### src/rtl/router_pkg.sv
// router_pkg: shared router constants, scheduler state encoding and round-robin pick
package router_pkg;
    localparam int N_PORTS = 8;
    localparam int WORD_W = 32;
    localparam int PTR_W = $clog2(N_PORTS);
    typedef enum logic [1:0] {IDLE, ISSUE, WAIT_START, WAIT_DONE} state_t;
    // Scanning from the top down lets the request closest to p (upward, wrapping) win.
    function automatic logic [N_PORTS-1:0] rr_pick(input logic [N_PORTS-1:0] r, input logic [PTR_W-1:0] p);
        logic [PTR_W-1:0] i;
        rr_pick = '0;
        for (int k = N_PORTS - 1; k >= 0; k--) begin
            i = p + PTR_W'(k);
            if (r[i]) rr_pick = N_PORTS'(1) << i;
        end
    endfunction
endpackage

### src/rtl/outport_scheduler_if.sv
// outport_scheduler_if: FIFO-side request/dequeue and serializer-side word handshake
interface outport_scheduler_if import router_pkg::*; ();
    logic [N_PORTS-1:0] req;
    logic [N_PORTS*WORD_W-1:0] req_data;
    logic [N_PORTS-1:0] deq;
    logic [WORD_W-1:0] out_data;
    logic out_vld;
    logic port_busy;
    modport master (input req, req_data, port_busy, output deq, out_data, out_vld);
    modport slave (output req, req_data, port_busy, input deq, out_data, out_vld);
endinterface

### src/rtl/rr_arbiter.sv
// rr_arbiter: combinational round-robin pick returning one-hot grant and its index
module rr_arbiter import router_pkg::*; (
    input  logic [N_PORTS-1:0] req,
    input  logic [PTR_W-1:0]   ptr,
    output logic [N_PORTS-1:0] gnt,
    output logic [PTR_W-1:0]   idx
);
    always_comb begin
        gnt = rr_pick(req, ptr);
        idx = '0;
        for (int k = 0; k < N_PORTS; k++) if (gnt[k]) idx = PTR_W'(k);
    end
endmodule

### src/rtl/outport_scheduler.sv
// outport_scheduler: round-robin owner of one output port, holding it until the serializer finishes
module outport_scheduler import router_pkg::*; #(
    parameter int TMO = 8
) (
    input  logic                    clock,
    input  logic                    reset,
    outport_scheduler_if.master     bus,
    output logic [N_PORTS-1:0]      grant,
    output logic [15:0]             sent_cnt,
    output logic [15:0]             drop_cnt,
    output logic                    err_tmo
);
    localparam int TW = $clog2(TMO + 1);
    state_t state_q, state_d;
    logic [PTR_W-1:0] ptr_q, ptr_d, idx_q, idx_d, win_idx;
    logic [N_PORTS-1:0] grant_q, grant_d, win;
    logic [WORD_W-1:0] data_q, data_d;
    logic [15:0] sent_q, sent_d, drop_q, drop_d;
    logic err_q, err_d;
    logic [TW-1:0] tmo_q, tmo_d;
    rr_arbiter u_arb (.req(bus.req), .ptr(ptr_q), .gnt(win), .idx(win_idx));
    always_comb begin
        state_d = state_q;
        ptr_d = ptr_q;
        idx_d = idx_q;
        grant_d = grant_q;
        data_d = data_q;
        sent_d = sent_q;
        drop_d = drop_q;
        err_d = err_q;
        tmo_d = tmo_q;
        case (state_q)
            IDLE: if (|bus.req) begin
                grant_d = win;
                idx_d = win_idx;
                data_d = bus.req_data[win_idx*WORD_W +: WORD_W];
                state_d = ISSUE;
            end
            // The serializer ignores zero words, so they are popped and counted but never issued.
            ISSUE: if (data_q != '0) begin
                tmo_d = '0;
                state_d = WAIT_START;
            end else begin
                drop_d = drop_q + 16'd1;
                ptr_d = idx_q + 1'b1;
                grant_d = '0;
                state_d = IDLE;
            end
            WAIT_START: if (bus.port_busy) state_d = WAIT_DONE;
            else begin
                tmo_d = tmo_q + 1'b1;
                if (tmo_d == TW'(TMO)) begin
                    err_d = 1'b1;
                    ptr_d = idx_q + 1'b1;
                    grant_d = '0;
                    state_d = IDLE;
                end
            end
            WAIT_DONE: if (!bus.port_busy) begin
                sent_d = sent_q + 16'd1;
                ptr_d = idx_q + 1'b1;
                grant_d = '0;
                state_d = IDLE;
            end
        endcase
    end
    always_ff @(posedge clock) begin
        if (reset) begin
            state_q <= IDLE;
            ptr_q <= '0;
            idx_q <= '0;
            grant_q <= '0;
            data_q <= '0;
            sent_q <= '0;
            drop_q <= '0;
            err_q <= 1'b0;
            tmo_q <= '0;
        end else begin
            state_q <= state_d;
            ptr_q <= ptr_d;
            idx_q <= idx_d;
            grant_q <= grant_d;
            data_q <= data_d;
            sent_q <= sent_d;
            drop_q <= drop_d;
            err_q <= err_d;
            tmo_q <= tmo_d;
        end
    end
    assign bus.deq = (state_q == ISSUE) ? grant_q : '0;
    assign bus.out_vld = (state_q == ISSUE) && (data_q != '0);
    assign bus.out_data = data_q;
    assign grant = grant_q;
    assign sent_cnt = sent_q;
    assign drop_cnt = drop_q;
    assign err_tmo = err_q;
endmodule

### src/flat_wrapper.sv
// flat-port wrapper written by rule: the top's interface ports become plain ports
module outport_scheduler_flat import router_pkg::*;
#(
    parameter int TMO = 8
)
  (clock, reset, grant, sent_cnt, drop_cnt, err_tmo, bus_req, bus_req_data, bus_port_busy, bus_deq, bus_out_data, bus_out_vld);
  outport_scheduler_if bus_i ();
  input  logic clock;
  input  logic reset;
  output logic [N_PORTS-1:0] grant;
  output logic [15:0] sent_cnt;
  output logic [15:0] drop_cnt;
  output logic err_tmo;
  input wire logic [$bits(bus_i.req)-1:0] bus_req;
  input wire logic [$bits(bus_i.req_data)-1:0] bus_req_data;
  input wire logic [$bits(bus_i.port_busy)-1:0] bus_port_busy;
  output wire logic [$bits(bus_i.deq)-1:0] bus_deq;
  output wire logic [$bits(bus_i.out_data)-1:0] bus_out_data;
  output wire logic [$bits(bus_i.out_vld)-1:0] bus_out_vld;
  assign bus_i.req = bus_req;
  assign bus_i.req_data = bus_req_data;
  assign bus_i.port_busy = bus_port_busy;
  assign bus_deq = bus_i.deq;
  assign bus_out_data = bus_i.out_data;
  assign bus_out_vld = bus_i.out_vld;
  outport_scheduler #(.TMO(TMO)) u_core (.clock(clock), .reset(reset), .bus(bus_i), .grant(grant), .sent_cnt(sent_cnt), .drop_cnt(drop_cnt), .err_tmo(err_tmo));
endmodule
### config.mk
export PLATFORM = sky130hd
export DESIGN_NAME = outport_scheduler_flat
export DESIGN_NICKNAME = d
export VERILOG_FILES = /design/src/rtl/router_pkg.sv /design/src/rtl/outport_scheduler_if.sv /design/src/rtl/rr_arbiter.sv /design/src/rtl/outport_scheduler.sv /design/src/flat_wrapper.sv
export SDC_FILE = /design/constraint.sdc
export NUM_CORES = 1
export LEC_CHECK = 0
export ABC_AREA = 1
export ABC_CLOCK_PERIOD_IN_PS = 9200
export BUFFER_PORTS_ARGS = -buffer_cell sky130_fd_sc_hd__buf_4
export CORE_MARGIN = 2
export CORE_UTILIZATION = 45
export CTS_CLUSTER_DIAMETER = 50
export DETAILED_ROUTE_END_ITERATION = 6
export HOLD_SLACK_MARGIN = 0.02
export PLACE_DENSITY = 0.81
export SYNTH_ARGS = -nofsm -noshare
export SYNTH_HDL_FRONTEND = slang
export SYNTH_HIERARCHICAL = 1
export SYNTH_SLANG_ARGS = --single-unit
### constraint.sdc
create_clock -name clock -period 9.2 [get_ports clock]
set_input_delay 1.38 -clock clock [delete_from_list [all_inputs] [get_ports clock]]
set_output_delay 1.38 -clock clock [all_outputs]
set_load 0.05 [all_outputs]
# --- Word level (Yosys, flattened, before mapping) ---
# Cells that the tools add are included.
op_classes:
  addsub: 11
  n_shift: 9
  reduce_logical: 14
  order_cmp: 8
  eq_ne: 11
  n_bitwise: 2
  muxes: 52
op_table:
  columns: ["cell", "n"]
  rows:
  - ["256-bit by 9-bit indexed part select with 32-bit output", 1]
  - ["8-bit two-way mux", 14]
  - ["1-bit by 3-bit << shifter with 8-bit output (first input constant)", 8]
  - ["16-bit by 1-bit adder with 16-bit output (second input constant)", 2]
  - ["3-bit by 4-bit < comparator with 1-bit output (second input constant)", 8]
  - ["8-bit one-hot mux with 4 select lines", 1]
  - ["32-bit nonzero test", 1]
  - ["3-bit two-way mux", 10]
  - ["1-bit binary-select mux with 3-bit select", 8]
  - ["3-bit adder (second input constant)", 4]
  - ["2-bit two-way mux", 5]
  - ["5-bit AND reduction", 2]
  - ["1-bit two-way mux", 9]
  - ["3-bit one-hot mux with 3 select lines", 1]
  - ["3-bit AND reduction", 3]
  - ["4-bit two-way mux", 2]
  - ["2-bit inequality test (second input constant)", 4]
  - ["2-bit one-hot mux with 4 select lines", 1]
  - ["4-bit one-hot mux with 2 select lines", 1]
  - ["8-bit OR reduction", 1]
  - ["3-bit by 1-bit adder with 3-bit output (second input constant)", 2]
  - ["3-bit by 2-bit adder with 3-bit output (second input constant)", 2]
  - ["2-bit AND reduction", 3]
  - ["4-bit by 1-bit adder with 4-bit output (second input constant)", 1]
  - ["other kinds (10)", 13]
totals:
  ff_bits: 85
  out_inout_bits: 82
  in_bits: 267
  elab_cells: 116

# --- Depth between registers and ports, before layout ---
depth:
  word_depth: 19
  ltp_mapped: 33
  mapped_depth_nobuf: 29

# --- Cells and area by module ---
# Netlist, hierarchy kept.
modules_own_cells:
  columns: ["mod", "area_per_inst_um2", "cells_per_inst", "seq_area_each_um2", "instances"]
  rows:
  - ["outport_scheduler", 6268.5, 977, 1701.6, 1]
  - ["rr_arbiter", 1422.6, 268, 0.0, 1]

# --- Worst setup path after synthesis ---
# OpenSTA, ideal clock, no wires.
synth_timing:
  path_kind: "input to register"
  start: "input bus_req[5]"
  end: "register u_core.data_q[30] (netlist: u_core/bus.out_data[30])"
  setup_ns: 0.074
  n_path_buf: 3
  t_required_ns: 9.126
  slack_ns: 5.448
  arrival_ns: 3.678
  path_stages: 27
  path_cell_list: "or2_1 -> o21ai_2 -> nand2_1 -> nand2_1 -> nand2_1 -> o21ai_4 -> inv_2 -> nor2_1 -> nand2_1 -> nand2_1 -> nand2_1 -> nand2_1 -> nand2_1 -> nand2_1 -> nand2_2 -> nand2_1 -> nand2_1 -> nand2_1 -> nand2_1 -> buf_4 -> buf_4 -> buf_6 -> a21oi_1 -> o21ai_0 -> o21ai_0 -> nand2_1 -> a31oi_1"
synth_via:
  elab_chain_len: 18
  elab_cells_between_ends: 34
  cone_classes: "1 x shift; 31 x mux; 2 x reduce/logical"
synth_rtl:
  columns: ["item", "line", "text"]
  rows:
  - ["start, declared", "flat_wrapper.sv:14", "input wire logic [$bits(bus_i.req)-1:0] bus_req;"]
  - ["1-bit binary-select mux with 3-bit select", "router_pkg.sv:13", "if (r[i]) rr_pick = N_PORTS'(1) << i;"]
  - ["1-bit two-way mux (not written as such)", "router_pkg.sv:13", null]
  - ["8-bit two-way mux (7 in a row)", "router_pkg.sv:13", null]
  - ["8-bit two-way mux (*)", "router_pkg.sv:13", null]
  - ["1-bit two-way mux", "rr_arbiter.sv:11", "for (int k = 0; k < N_PORTS; k++) if (gnt[k]) idx = PTR_W'(k);"]
  - ["3-bit two-way mux (5 in a row)", "rr_arbiter.sv:11", null]
  - ["3-bit two-way mux (*)", "rr_arbiter.sv:11", null]
  - ["net u_core.win_idx[0]", "outport_scheduler.sv:15", "logic [PTR_W-1:0] ptr_q, ptr_d, idx_q, idx_d, win_idx;"]
  - ["256-bit by 9-bit indexed part select with 32-bit output (*)", "outport_scheduler.sv:36", "data_d = bus.req_data[win_idx*WORD_W +: WORD_W];"]
  - ["end signal, assigned", "outport_scheduler.sv:83", "data_q <= data_d;"]
  - ["end, declared", "outport_scheduler.sv:17", "logic [WORD_W-1:0] data_q, data_d;"]
# Mark *: on every way through the listed nets, which the timed path passes. The rest lies on a longest branch. The select of a mux whose other input is x is not followed.
# A chain may end at the register's enable or synchronous reset.

# --- Final worst setup path ---
layout_timing:
  start: "register u_core.ptr_q[1]"
  end: "register u_core.data_q[11] (netlist: u_core/bus.out_data[11])"
layout_via:
  elab_cells_between_ends: 47
  cone_classes: "7 x add/sub; 9 x shift; 31 x mux"
layout_rtl:
  columns: ["item", "line", "text"]
  rows:
  - ["start, declared", "outport_scheduler.sv:15", null]
  - ["start signal, assigned", "outport_scheduler.sv:80", "ptr_q <= ptr_d;"]
  - ["3-bit adder", "router_pkg.sv:12", "i = p + PTR_W'(k);"]
  - ["1-bit binary-select mux with 3-bit select", "router_pkg.sv:13", null]
  - ["1-bit two-way mux (not written as such)", "router_pkg.sv:13", null]
  - ["8-bit two-way mux (7 in a row)", "router_pkg.sv:13", null]
  - ["8-bit two-way mux (*)", "router_pkg.sv:13", null]
  - ["net u_core.win[7]", "outport_scheduler.sv:16", "logic [N_PORTS-1:0] grant_q, grant_d, win;"]
  - ["3-bit two-way mux (*)", "rr_arbiter.sv:11", null]
  - ["net u_core.win_idx[0]", "outport_scheduler.sv:15", null]
  - ["256-bit by 9-bit indexed part select with 32-bit output (*)", "outport_scheduler.sv:36", null]
# Marks and branches as above.

==> flow_results.org <==
** Run status
- The run finished with clean final reports.

** Min path
- Along the worst hold path, the cell count comes to 1.
- The worst hold path terminates at u_core/err_tmo.
- Path category of the worst min-delay check :: flop to flop
- The startpoint identified for the worst hold timing path is u_core/err_tmo.

** Route
- Vias after detailed routing :: 9304
- Drt wl/cell :: 15.95 µm
- Antenna violation net count after detailed routing :: 0
- Using the TritonRoute via totals, the vias-per-cell ratio works out to 5.274.
- Final wirelength :: 28140 µm
- Number of remaining DRC errors :: 0
- The first routing iteration left 634 violations.
- Pre-Repair DR Iteration Count :: 6

** STA
- For the final routed database, the setup TNS stands at 0 ns.
- Final Critical Period :: 5.453 ns
- For the pin with the worst max-slew slack, the measured transition is 1.223 ns.
- Number of failing hold endpoints at the final stage :: 0
- Timing would allow up to 183.4 MHz.
- Final cycle utilization of the critical path :: 0.5927
- The number of max-slew violations in the final report is 0.
- On the final layout, the worst clock skew is 0.01011 ns.
- Final setup violation count :: 0
- Least setup slack across all paths after layout :: 3.747 ns
- Worst max-slew margin expressed relative to the limit :: 0.1835
- Setup repair after global routing left no endpoint under its margin.
- Worst hold margin :: 0.4751 ns

** Placed design
- Quantity of I/O buffers inserted on ports :: 348
- Pre-CTS setup slack :: 3.524 ns
- Detailed placement HPWL :: 21820 µm
- The congestion estimate from routability-driven global placement came to 0.9329.

** Logic synthesis
- Area fraction of the dominant cell type after synthesis :: 0.2212
- Synthesized instance count :: 1245
- The synthesized netlist occupies a cell area of 0.007691 mm².
- Of the synthesized area, sequential elements account for 0.2212.
- Yosys printed 6 warnings.
- Synthesized Nets :: 1527
- Number of synthesized register bits :: 85
- Post-synth top cells :: 279 x nand2_1, 175 x o21ai_0, 143 x inv_1
- Library cell with the largest summed area after synthesis :: dfxtp_1
- A synthesized cell averages 6.178 µm².
- Leading cell types by total area after synthesis :: dfxtp_1 22%, nand2_1 14%, o21ai_0 11%
- Counting flops with an async set or reset pin after synthesis yields a share of 0.
- After synthesis, the netlist uses 44 different library cells.
- The synthesized design contains 0 enable-type register cells.
- Most common cell in the netlist :: nand2_1
- In the synthesized netlist the dominant register cell turns out to be dfxtp_1.

** Setup path
- Data arrives at the worst endpoint at 5.67 ns.
- STA puts the critical path data required time at 9.41 ns.
- Biggest cell delay along the critical path :: 0.76 ns
- Kind of cell adding the most delay to the critical path :: compound AO/OA/AOI/OAI gates
- The worst setup path is captured at a flop.
- Count of cells along the worst register-to-register path :: 19
- Critical path type :: flop to flop
- The worst setup path is launched from a flop.
- Cell with the biggest individual delay on the critical path :: buf_4
- The worst register-to-register path begins at u_core/ptr_q[1].
- The critical path contains buffers and inverters numbering 3 combined.
- Cells along the critical path :: inv_1, ha_1, ha_1, nand2_1, o21ai_4, o21ai_0, a21oi_1, o21ai_1, o21ai_1, nand2_1, a21oi_2, inv_1, nand2_4, buf_4, a21oi_1, o21ai_0, o21ai_0, nand2_1, a31oi_1
- Register-to-register path setup slack :: 3.75 ns
- Maximum fanout encountered on the critical timing path :: 87
- The worst register-to-register path ends at u_core/bus.out_data[11].

** GRT
- Entering global routing, the biggest net connects 88 pins.
- For this run, the total global-route usage over all layers was measured as 0.3014.
- Via count of the first global-routing pass :: 8628
- The first global-routing pass estimated 43850 µm of wire.
- Aggregate global routing overflow :: 0
- The number of antenna violations at the first check in global routing came to 0.

** CTS
- For this design, the sink count on the clock tree is 85.
- The H-tree was split into 3 levels.
- Total setup buffers inserted after CTS :: 0
- Clock-pin slew was measured on the worst setup and hold paths at 0.07 ns.
- The cell sitting at the root of the clock tree is a clkbuf_16.
- For the worst-skew pair, the clock arrives at the later sink with an insertion delay of 0.35 ns.
- The number of gates resized after CTS was 0.
- No sink is reached through more buffers than the 2 on the longest clock path.
- TritonCTS built the clock tree.
- Hold repair after CTS inserted 0 buffers.
- Inserted Clock Buffers :: 9

** Flow run
- Across the run, the number of max-cap violations was 0.

** Floorplan
- Die X-Extent :: 134.7 µm
- 349 I/O pins were placed.
- After floorplanning, the core was sized to cover 0.01664 mm².
- Row count :: 47
- For this configuration, the core starts out at a cell density of 0.4621.
- Area enclosed by the die boundary :: 0.01815 mm²
- Die Height :: 134.7 µm

** Layout
- The final layout contains 1821 nets.
- Fraction of final layout cells sized beyond drive strength 1 :: 0.2785
- Number of diodes added for antenna fixing :: 0
- Relative to the synthesized area, the layout overhead comes to 37.04%.
- Core occupancy in the finished layout :: 0.6333

** Power
- In this run the static leakage power is 5.300 nW.
- Dividing total power by cell area gives a power density of 403.4 mW/mm².
- IR analysis of the VDD net gives a maximum drop of 0.5465 mV.
## flip-flops by register name, summed over array words and instances, names as in the netlist
name	cells
u_core/sent_cnt	16
u_core/err_tmo	1
u_core/bus.out_data	32
u_core/drop_cnt	16
u_core/state_q	2
u_core/tmo_q	4
u_core/idx_q	3
u_core/grant	8
u_core/ptr_q	3
## layout make-up
cell class | count | area, µm²
Clock buffer | 10 | 229.0
Clock inverter | 6 | 40.04
Fill cell | 1603 | 6102
Inverter | 152 | 578.1
Multi-Input combinational cell | 937 | 5059
Sequential cell | 85 | 1702
Tap cell | 220 | 275.3
Timing Repair Buffer | 354 | 2658
## worst max path at each step
stage,cells past startpoint,from,slack [ns],to
after floorplan,27,bus_req[5],5.45,u_core/bus.out_data[30]
after global placement,19,bus_req[1],3.65,u_core/bus.out_data[30]
after detailed placement,19,bus_req[1],3.52,u_core/bus.out_data[30]
after CTS,19,bus_req[1],3.90,u_core/bus.out_data[30]
after global routing,29,u_core/ptr_q[1],3.23,u_core/bus.out_data[11]
final,19,u_core/ptr_q[1],3.75,u_core/bus.out_data[11]
## cell families (layout without fill, tap and decap cells)
kind of cell / after synthesis / count (layout) / share of synthesized area
AO/OA/AOI/OAI: 351 / 351 / 0.2479
XOR/XNOR: 15 / 15 / 0.01952
adder cells (fa/ha/maj): 15 / 15 / 0.02440
buffers and inverters: 223 / 522 / 0.1230
flip-flops: 85 / 85 / 0.2212
multiplexers: 64 / 64 / 0.08329
AND/OR/NAND/NOR: 492 / 492 / 0.2806
## placed cells by master, fill, tap and decap left out, types with 3 or more instances in the layout
cell type  count
nand2_2       18
nor2_4        10
o21ai_2        4
o21ai_1       12
inv_1        143
clkinv_2       3
buf_4        354
inv_2          7
clkbuf_16      9
o21ai_4        3
a31oi_1       35
nand4_1       18
nor2_2         4
nor2_1       101
nor3_1         8
xnor2_1        5
xor2_1         9
a21oi_1      110
dfxtp_1       85
mux2i_1       64
nand3_1       45
ha_1          15
nand2_1      277
o21ai_0      175
## metrics by stage
stage	power (mW)	std cells	cell area [µm²]
2_1_floorplan	3.162	1245	7691
3_3_place_gp	3.808	1748	10270
3_5_place_dp	3.859	1748	10270
4_1_cts	4.205	1764	10540
5_1_grt	4.621	1764	10540
6_report	4.252	1764	10540
## report_power, final
group / internal [mW] / leakage, nW / total (mW) / switching, mW
logic: 1.12 / 4.47 / 3.39 / 2.27
registers: 0.451 / 0.697 / 0.527 / 0.0753
clock network: 0.183 / 0.132 / 0.337 / 0.155
## routing by layer
layer	vias to the layer above	part of all wire	track usage	wire length, µm
li1	4695	-	-	-
met1	4156	0.41	0.3704	11400
met2	377	0.49	0.5113	13700
met3	76	0.069	0.06644	1952
met4	0	0.039	0.1211	1088
met5	-	0	0	0
Power figures use the tool's default switching activity.
